**src/rtl/avalon_bus_arbiter_pkg.sv**
```systemverilog
// Shared types and constants for the two-port Avalon-MM bus arbiter.
//   arb_state_t    : arbiter ownership state
//   ARB_GRANT_*    : one-hot grant encodings driven on the grant output
//   arb_cnt_w_ok() : true when a CNT_W-bit counter can hold TIMEOUT_CYCLES
package avalon_bus_arbiter_pkg;

  typedef enum logic [1:0] {
    ARB_IDLE = 2'd0,
    ARB_OWN0 = 2'd1,
    ARB_OWN1 = 2'd2
  } arb_state_t;

  localparam logic [1:0] ARB_GRANT_NONE = 2'b00;
  localparam logic [1:0] ARB_GRANT_0    = 2'b01;
  localparam logic [1:0] ARB_GRANT_1    = 2'b10;

  function automatic bit arb_cnt_w_ok(input int cnt_w, input int timeout_cycles);
    return (64'd1 << cnt_w) > 64'(timeout_cycles);
  endfunction

endpackage

```
**src/rtl/avalon_bus_arbiter_timeout_counter.sv**
```systemverilog
// Stalled-slave timeout counter for the bus arbiter.
//   clk, reset : clock and synchronous active-high reset
//   en         : owner is waiting on the slave this cycle
//   clr        : return the count to zero (no transfer in flight or transfer ending)
//   expired    : count has reached TIMEOUT_CYCLES while still waiting
// The count saturates at TIMEOUT_CYCLES; TIMEOUT_CYCLES == 0 disables expiry.
module arb_timeout_counter #(
  parameter int TIMEOUT_CYCLES = 1024,
  parameter int CNT_W          = 11
) (
  input  logic clk,
  input  logic reset,
  input  logic en,
  input  logic clr,
  output logic expired
);

  localparam logic [CNT_W-1:0] LIMIT = CNT_W'(TIMEOUT_CYCLES);

  logic [CNT_W-1:0] count;

  always_ff @(posedge clk) begin
    if (reset || clr) begin
      count <= '0;
    end else if (en && (count != LIMIT)) begin
      count <= count + CNT_W'(1);
    end
  end

  assign expired = (TIMEOUT_CYCLES != 0) && en && (count == LIMIT);

endmodule

```
**src/rtl/avalon_bus_arbiter.sv**
```systemverilog
// Two-port Avalon-MM arbiter sharing the MIPS core's single bus master.
//   Port 0 (m0_*) : instruction fetch requester
//   Port 1 (m1_*) : data load/store requester
//   Slave side    : address/read/write/writedata/byteenable out, waitrequest/readdata in
//   grant         : one-hot owner (01 port 0, 10 port 1, 00 none)
//   bus_timeout   : sticky stalled-slave error, cleared only by reset
// A granted port keeps the bus until its transfer completes, its request drops,
// or the slave stalls for TIMEOUT_CYCLES; every transfer is followed by one
// IDLE cycle in which the next owner is chosen.
module avalon_bus_arbiter
  import avalon_bus_arbiter_pkg::*;
#(
  parameter int FIXED_PRIORITY = 0,
  parameter int TIMEOUT_CYCLES = 1024,
  parameter int CNT_W          = 11
) (
  input  logic        clk,
  input  logic        reset,
  input  logic [31:0] m0_address,
  input  logic        m0_read,
  input  logic        m0_write,
  input  logic [31:0] m0_writedata,
  input  logic [3:0]  m0_byteenable,
  output logic        m0_waitrequest,
  output logic [31:0] m0_readdata,
  input  logic [31:0] m1_address,
  input  logic        m1_read,
  input  logic        m1_write,
  input  logic [31:0] m1_writedata,
  input  logic [3:0]  m1_byteenable,
  output logic        m1_waitrequest,
  output logic [31:0] m1_readdata,
  output logic [31:0] address,
  output logic        read,
  output logic        write,
  output logic [31:0] writedata,
  output logic [3:0]  byteenable,
  input  logic        waitrequest,
  input  logic [31:0] readdata,
  output logic [1:0]  grant,
  output logic        bus_timeout
);

  if (!arb_cnt_w_ok(CNT_W, TIMEOUT_CYCLES)) begin : g_cnt_w_check
    $error("CNT_W too small to hold TIMEOUT_CYCLES");
  end

  arb_state_t state, state_nx;
  logic       last_owner;
  logic       req0, req1;
  logic       owning, owner_req;
  logic       cnt_en, cnt_clr, timeout_hit, xfer_end;

  assign req0 = m0_read | m0_write;
  assign req1 = m1_read | m1_write;

  assign owning    = (state == ARB_OWN0) || (state == ARB_OWN1);
  assign owner_req = (state == ARB_OWN1) ? req1 : req0;

  // A dropped request ends the transfer outright, so it never counts toward a timeout.
  assign cnt_en   = owning & waitrequest & owner_req;
  assign xfer_end = owning & (~waitrequest | ~owner_req | timeout_hit);
  assign cnt_clr  = ~owning | xfer_end;

  arb_timeout_counter #(
    .TIMEOUT_CYCLES (TIMEOUT_CYCLES),
    .CNT_W          (CNT_W)
  ) u_timeout (
    .clk     (clk),
    .reset   (reset),
    .en      (cnt_en),
    .clr     (cnt_clr),
    .expired (timeout_hit)
  );

  // Stage boundary: ownership state, round-robin history and sticky error.
  always_ff @(posedge clk) begin
    if (reset) begin
      state       <= ARB_IDLE;
      last_owner  <= 1'b1;
      bus_timeout <= 1'b0;
    end else begin
      state <= state_nx;
      if (xfer_end) begin
        last_owner <= (state == ARB_OWN1);
      end
      if (timeout_hit) begin
        bus_timeout <= 1'b1;
      end
    end
  end

  always_comb begin
    state_nx       = state;
    address        = '0;
    read           = 1'b0;
    write          = 1'b0;
    writedata      = '0;
    byteenable     = '0;
    m0_waitrequest = 1'b1;
    m1_waitrequest = 1'b1;
    case (state)
      ARB_IDLE: begin
        if (req0 && req1) begin
          state_nx = ((FIXED_PRIORITY != 0) || (last_owner == 1'b0)) ? ARB_OWN1 : ARB_OWN0;
        end else if (req0) begin
          state_nx = ARB_OWN0;
        end else if (req1) begin
          state_nx = ARB_OWN1;
        end
      end
      ARB_OWN0: begin
        address        = m0_address;
        read           = m0_read;
        write          = m0_write;
        writedata      = m0_writedata;
        byteenable     = m0_byteenable;
        m0_waitrequest = waitrequest & ~timeout_hit;
      end
      ARB_OWN1: begin
        address        = m1_address;
        read           = m1_read;
        write          = m1_write;
        writedata      = m1_writedata;
        byteenable     = m1_byteenable;
        m1_waitrequest = waitrequest & ~timeout_hit;
      end
      default: state_nx = ARB_IDLE;
    endcase
    if (xfer_end) begin
      state_nx = ARB_IDLE;
    end
  end

  assign m0_readdata = readdata;
  assign m1_readdata = readdata;

  always_comb begin
    case (state)
      ARB_OWN0: grant = ARB_GRANT_0;
      ARB_OWN1: grant = ARB_GRANT_1;
      default:  grant = ARB_GRANT_NONE;
    endcase
  end

endmodule

```
**config.mk**
```make
export PLATFORM = sky130hd
export DESIGN_NAME = avalon_bus_arbiter
export DESIGN_NICKNAME = d
export VERILOG_FILES = /design/src/rtl/avalon_bus_arbiter_pkg.sv /design/src/rtl/avalon_bus_arbiter_timeout_counter.sv /design/src/rtl/avalon_bus_arbiter.sv
export SDC_FILE = /design/constraint.sdc
export NUM_CORES = 1
export LEC_CHECK = 0
export CELL_PAD_IN_SITES_DETAIL_PLACEMENT = 1
export CELL_PAD_IN_SITES_GLOBAL_PLACEMENT = 2
export CORE_MARGIN = 1.5
export CORE_UTILIZATION = 10
export DETAILED_ROUTE_END_ITERATION = 6
export PLACE_DENSITY = 0.9
export SLEW_MARGIN = 15
export SYNTH_ARGS = -nofsm -noshare
export SYNTH_HDL_FRONTEND = slang
export SYNTH_SLANG_ARGS = --single-unit
export TNS_END_PERCENT = 5
```
**constraint.sdc**
```tcl
create_clock -name clk -period 2.9 [get_ports clk]
set_input_delay 0.58 -clock clk [delete_from_list [all_inputs] [get_ports clk]]
set_output_delay 0.58 -clock clk [all_outputs]
set_load 0.05 [all_outputs]
```
* Word level (Yosys, flattened, before mapping)
Index checks and enable logic that the tools add are counted.
** Word-level totals
- Logic and storage cells :: 47
- Register bits :: 15
- Bits of input ports :: 175
- Output and inout port bits :: 139
** Cells by class
- Bitwise logic cells :: 14
- Reductions and logical operators :: 9
- Add/sub/neg operators :: 1
- Equality and inequality tests :: 5
- Multiplexer cells :: 14
** Operators by type and width (number)
- 32-bit case mux with 2 select lines :: 2
- 11-bit by 1-bit adder with 11-bit output, second input constant :: 1
- 11-bit == test, second input constant :: 1
- 11-bit != test, second input constant :: 1
- 2-bit 2-to-1 mux :: 4
- 2-bit case mux with 2 select lines :: 2
- 4-bit case mux with 2 select lines :: 1
- 1-bit inverter :: 5
- 1-bit OR :: 5
- 1-bit bitwise AND :: 4
- 4-bit != test, second input constant :: 1
- 1-bit case mux with 2 select lines :: 2
- 2-bit OR reduction :: 2
- 1-bit logical AND :: 3
- 1-bit 2-to-1 mux :: 3
- 2-bit by 1-bit == test with 1-bit output, second input constant :: 1
- 2-bit == test, second input constant :: 1
- 2-bit zero test :: 1
- 1-bit logical OR :: 2
- 2-bit AND reduction :: 1

* Depth between registers and ports, before layout
- Depth after elaboration :: 9
- Depth in mapped cells :: 7
- Depth with buffers taken out :: 6

* Modules after synthesis
From an unflattened synthesis, not the netlist that was laid out.
** Unflattened totals
- Cell total of the unflattened synthesis :: 330
- Area, all modules :: 2462.4 µm²
** By module, submodules not included
- avalon_bus_arbiter :: cells an instance 265, sequential area each 80.1 µm², instances 1, area each 1891.8 µm²
- arb_timeout_counter :: cells an instance 65, sequential area each 220.2 µm², instances 1, area each 570.5 µm²

* Least setup slack after synthesis
No wires, ideal clock.
- Path kind :: reg-to-output
- Start point :: reg state[0]
- End point :: out address[12]
- Data required time :: 2.320 ns
- Arrival time :: 1.931 ns
- Setup slack :: 0.389 ns
- Path buffers :: 2
- Cell stages (with the launch flop) :: 7
- Cells stage by stage :: dfxtp_1 -> inv_1 -> ha_1 -> clkbuf_1 -> clkbuf_1 -> a22oi_1 -> nor2_1
** On the way
- Longest elaborated chain between the ends :: 2
- Elaborated cells on any way between the ends :: 3
- Classes of those cells :: eq/ne (2); mux (1)
** Ends and longest elaborated chain
- start: declaration :: line avalon_bus_arbiter.sv:48 : arb_state_t state, state_nx;
- start signal: assignment :: line avalon_bus_arbiter.sv:83 : state <= state_nx;
- 2-bit == test / 2-bit by 1-bit == test with 1-bit output (equally long branches) :: line avalon_bus_arbiter.sv:102 : case (state)
- 32-bit case mux with 2 select lines * :: line avalon_bus_arbiter.sv:102
- end: declaration :: line avalon_bus_arbiter.sv:33 : output logic [31:0] address,
Mark *: on every way between the ends. The rest lies on a longest branch, timed or not.

* Worst setup path after layout
- Start point :: in m0_write
- End point :: out m1_waitrequest
** On the way
- Longest elaborated chain between the ends :: 7
** Ends and longest elaborated chain
- start: declaration :: line avalon_bus_arbiter.sv:21 : input logic m0_write,
- 1-bit OR :: line avalon_bus_arbiter.sv:54 : assign req0 = m0_read | m0_write;
- 1-bit 2-to-1 mux :: line avalon_bus_arbiter.sv:58 : assign owner_req = (state == ARB_OWN1) ? req1 : req0;
- 1-bit bitwise AND :: line avalon_bus_arbiter.sv:61 : assign cnt_en = owning & waitrequest & owner_req;
- 1-bit logical AND :: line avalon_bus_arbiter_timeout_counter.sv:30 : assign expired = (TIMEOUT_CYCLES != 0) && en && (count == LIMIT);
- 1-bit inverter :: line avalon_bus_arbiter.sv:126 : m1_waitrequest = waitrequest & ~timeout_hit;
- 1-bit bitwise AND :: line avalon_bus_arbiter.sv:126
- 1-bit 2-to-1 mux :: line avalon_bus_arbiter.sv:102
- end: declaration :: line avalon_bus_arbiter.sv:31 : output logic m1_waitrequest,
Every way passes these cells.

==> results.md <==
Floorplanning:
- In this run the horizontal extent of the chip is 149 microns.
- The starting density of the core is 0.102.
- During I/O placement, the number of pins put on the boundary was 314.
- Row generation in the floorplan step produced 53 rows.
- The die boundary height is between 100 and 150 microns.
- The total area inside the core boundary comes to around 21000 sq um.
- The die covers about 22000 sq um.

Timing:
- Setup repair after global routing left no endpoint under its margin.
- In the final timing run, aggregate negative setup slack is 0 ns.
- The count of endpoints failing setup in the final report is 0.
- The final number of max-transition violations is 0.
- At the pin with the least slew margin, the transition time is 0.546 ns.
- The total count of hold-check failures in the final report is 0.
- The smallest clock period supported by the final layout is computed as roughly 2.8 ns.
- The relative max-transition margin is 0.635.
- For the final database, setup skew stands at about 0.0028 ns.
- The final cycle utilization of the critical path is 0.950.
- Timing would allow up to between 300 and 400 MHz.

Synthesis:
- Synthesis produced around 320 cells.
- The synthesized netlist occupies a cell area of approximately 2100 sq um.
- By instance count, the leading cell after synthesis is sky130_fd_sc_hd__nor2_1.
- The most area-hungry cell type in the Yosys netlist is sky130_fd_sc_hd__a22oi_1.
- The number of flip-flops and latches in the synthesized netlist is 15.
- The fraction of the yosys area taken by sequential cells is 0.141.
- The post-synthesis net count is 500.
- Of the post-synthesis cell area, the dominant cell type holds 0.246.
- The synthesized netlist contains 29 unique library cells.
- For this run, the number of Yosys warnings is 0.
- Yosys attributes the largest share of cell area to sky130_fd_sc_hd__a22oi_1 (25%), sky130_fd_sc_hd__buf_4 (22%), sky130_fd_sc_hd__nor2_1 (15%), sky130_fd_sc_hd__dfxtp_1 (14%), sky130_fd_sc_hd__ha_1 (4.1%).
- The fraction of registers with async set/reset is 0.
- The number of synthesized flops with an enable pin is 0.
- A synthesized cell averages around 6.7 sq um.
- By count the netlist is led by sky130_fd_sc_hd__nor2_1 (86), sky130_fd_sc_hd__a22oi_1 (70), sky130_fd_sc_hd__buf_4 (64).
- For this run, the leading register cell type out of synthesis is sky130_fd_sc_hd__dfxtp_1.

Worst setup path:
- By startpoint and endpoint, the worst setup path is classified as primary input to primary output.
- For the worst setup path, the data arrival time is 2.18 ns.
- The stage delay of the slowest cell on the critical path is just over 0.5 ns.
- Of all nets on the critical path, the largest fanout is 4.
- The element type at the critical path end is a primary output.
- The critical path goes through clkdlybuf4s50_1 -> nor3_1 -> a2111o_1 -> o21ai_1 -> buf_4 -> nand2_1 -> buf_12.
- For the worst setup path, the data required time is ~2.3 ns.
- The cell with the biggest individual delay on the critical path is sky130_fd_sc_hd__clkdlybuf4s50_1.
- The worst setup path is launched from a primary input.

Power and ir drop:
- Across the VDD grid, the largest voltage drop is around 0.34 mV.
- The clock group share of total power is 0.116.
- The fraction of power spent switching nets is 0.543.
- The net switching power of the design is ~1.2 mW.
- Of the total power, combinational logic draws 0.781.
- For this design the static power due to leakage is ~1.5 nW.
- The total power of the final layout is about 2.3 mW.
- Dividing total power by cell area gives a power density of 559 nW/um^2.
- Of the total power, registers draw 0.104.
- The cell-internal power is approximately 1.0 mW.

Drt:
- The remaining number of nets flagged by the antenna check after routing is 0.
- The detailed-router iteration count before antenna repair is 4.
- Wires add up to around 9.8 mm.
- The average routed wire per standard cell is 13.3 microns.
- After detailed routing, the number of vias per cell comes to roughly 3.8.
- The detailed router placed about 2800 vias in this run.
- For this run, design rule violations remaining after detail routing come to 0.
- The number of DRC markers after the initial detailed-route iteration is 110.

Global route:
- The maximum number of pins on one net before global-route repair is 73.
- The total overflow left after global routing is 0.
- In the global route stage, overall resource usage came out at 0.0792.
- The via count of the first global-routing pass was approximately 2800.
- The initial antenna violation count is 0.
- The wire length of the first global-routing pass is around 14 mm.

Clock network:
- The number of CTS-inserted buffers is 3.
- Clock-pin slew was measured on the worst setup and hold paths at approximately 0.050 ns.
- The maximum buffer depth of the clock tree is 2.
- CTS built an H-tree with a depth of 1.
- The master cell of the clock root buffer is sky130_fd_sc_hd__clkbuf_16.
- TritonCTS built the clock tree.
- The number of sinks on the clock net is 15.
- The post-CTS setup-driven buffer insertion count is 0.
- For this design, the CTS-stage hold fixing added 0 buffers.
- The later-pin clock latency in the skew report is 0.24 ns.

Layout:
- After the flow finishes, the layout carries non-filler instances totaling approximately 730.
- The filler cell count in the final layout is 2553.
- After the last flow step, the layout net total stands at between 600 and 700.
- The total inserted antenna cells is 0.
- The area growth from synthesis to layout is 92.3%.
- The fraction of layout cells with a size suffix above 1 is 0.190.

Run:
- Across the run, the number of max-cap violations was 0.

Worst hold path:
- In this run the worst hold path is classified as flip-flop to flip-flop.

Placement:
- Buffers placed on the I/O ports in this run total 217.
- The routability congestion estimate from global placement is approximately 0.65.
- The HPWL reported at the end of detailed placement is between 7 and 8 mm.
- The number of cells in the design after placement is 730.

Run status:
- The flow ran to the end, and the final reports show no timing, DRC or antenna violations.
## state kept, by name (all words and copies together) (netlist names)
register / count
last_owner: 1
state: 2
bus_timeout: 1
u_timeout.count: 11
## power groups by stage
stage / Combinational, mW / Sequential (mW) / Clock (mW)
global route: 1.93 / 0.241 / 0.285
global placement: 1.81 / 0.241 / 0
floorplan: 1.36 / 0.238 / 0
detailed placement: 1.83 / 0.243 / 0
CTS: 1.84 / 0.239 / 0.274
finish: 1.79 / 0.238 / 0.265
## placed cells by master (no fill, tap or decap), drive strengths merged, types with 3 or more instances in the layout
| cell | count |
|---|---|
| o21ai | 3 |
| dfxtp | 15 |
| buf | 80 |
| ha | 7 |
| nor3 | 3 |
| a22oi | 70 |
| nand2 | 5 |
| xnor2 | 5 |
| nand4 | 4 |
| xor2 | 4 |
| inv | 8 |
| nor2 | 86 |
| clkdlybuf4s50 | 144 |
| clkbuf | 4 |
## per-stage QoR
| stage | utilization | instance area, sq um | worst slack, ns | hold slack, ns |
|---|---|---|---|---|
| global route | 0.196 | 4110 | 0.0465 | 0.514 |
| CTS | 0.195 | 4110 | 0.0353 | 0.477 |
| global placement | 0.192 | 4030 | -0.0710 | 0.457 |
| finish | 0.196 | 4110 | 0.144 | 0.471 |
| detailed placement | 0.192 | 4030 | -0.00688 | 0.467 |
| floorplan | - | 2140 | 0.389 | 0.437 |
## worst max-delay path, delay by kind of cell
kind / cells / cell delay (ns)
compound gates: 2 / 0.59
buf+inv: 3 / 0.84
simple gates: 2 / 0.17
## final cells by class
cell class              count  area, sq um  area share
repair buffers            225         2120       0.515
multi-input cells         207         1240       0.302
well taps                 275          344      0.0837
flip-flops and latches     15          300      0.0731
clock buffers               4         78.8      0.0192
inverters                   8         30.0     0.00731
## metal layers
layer	up-vias	track usage	wire (microns)
li1	1327	-	-
met1	1290	0.0903	3930
met2	141	0.142	4720
met3	16	0.0226	925
met4	0	0.0233	191
met5	-	0	0
## cells by family (layout without fill, tap and decap cells)
kind of cell / count (synthesis) / count (layout) / synth area share
adder cells (fa/ha/maj): 7 / 7 / 0.0410
flip-flops: 15 / 15 / 0.141
XOR/XNOR: 9 / 9 / 0.0369
buffers and inverters: 96 / 237 / 0.282
AND/OR/NAND/NOR: 110 / 110 / 0.216
multiplexers: 1 / 1 / 0.00468
AO/OA/AOI/OAI: 80 / 80 / 0.279
## final timing paths
path	slack (ns)	cells after the start	start	end
setup reg to reg	0.87	6	state[0]	u_timeout.count[9]
hold / removal	0.47	1	u_timeout.count[0]	u_timeout.count[0]
setup / recovery	0.14	7	m0_write	m1_waitrequest
hold reg to reg	0.47	1	u_timeout.count[0]	u_timeout.count[0]
## repair_timing
item	CTS	global route
setup endpoints to repair	2	2
endpoints found under the hold margin	0	0
pin swaps	0	0
resized for setup	1	1
No activity file was read; power rests on OpenSTA's default activity.
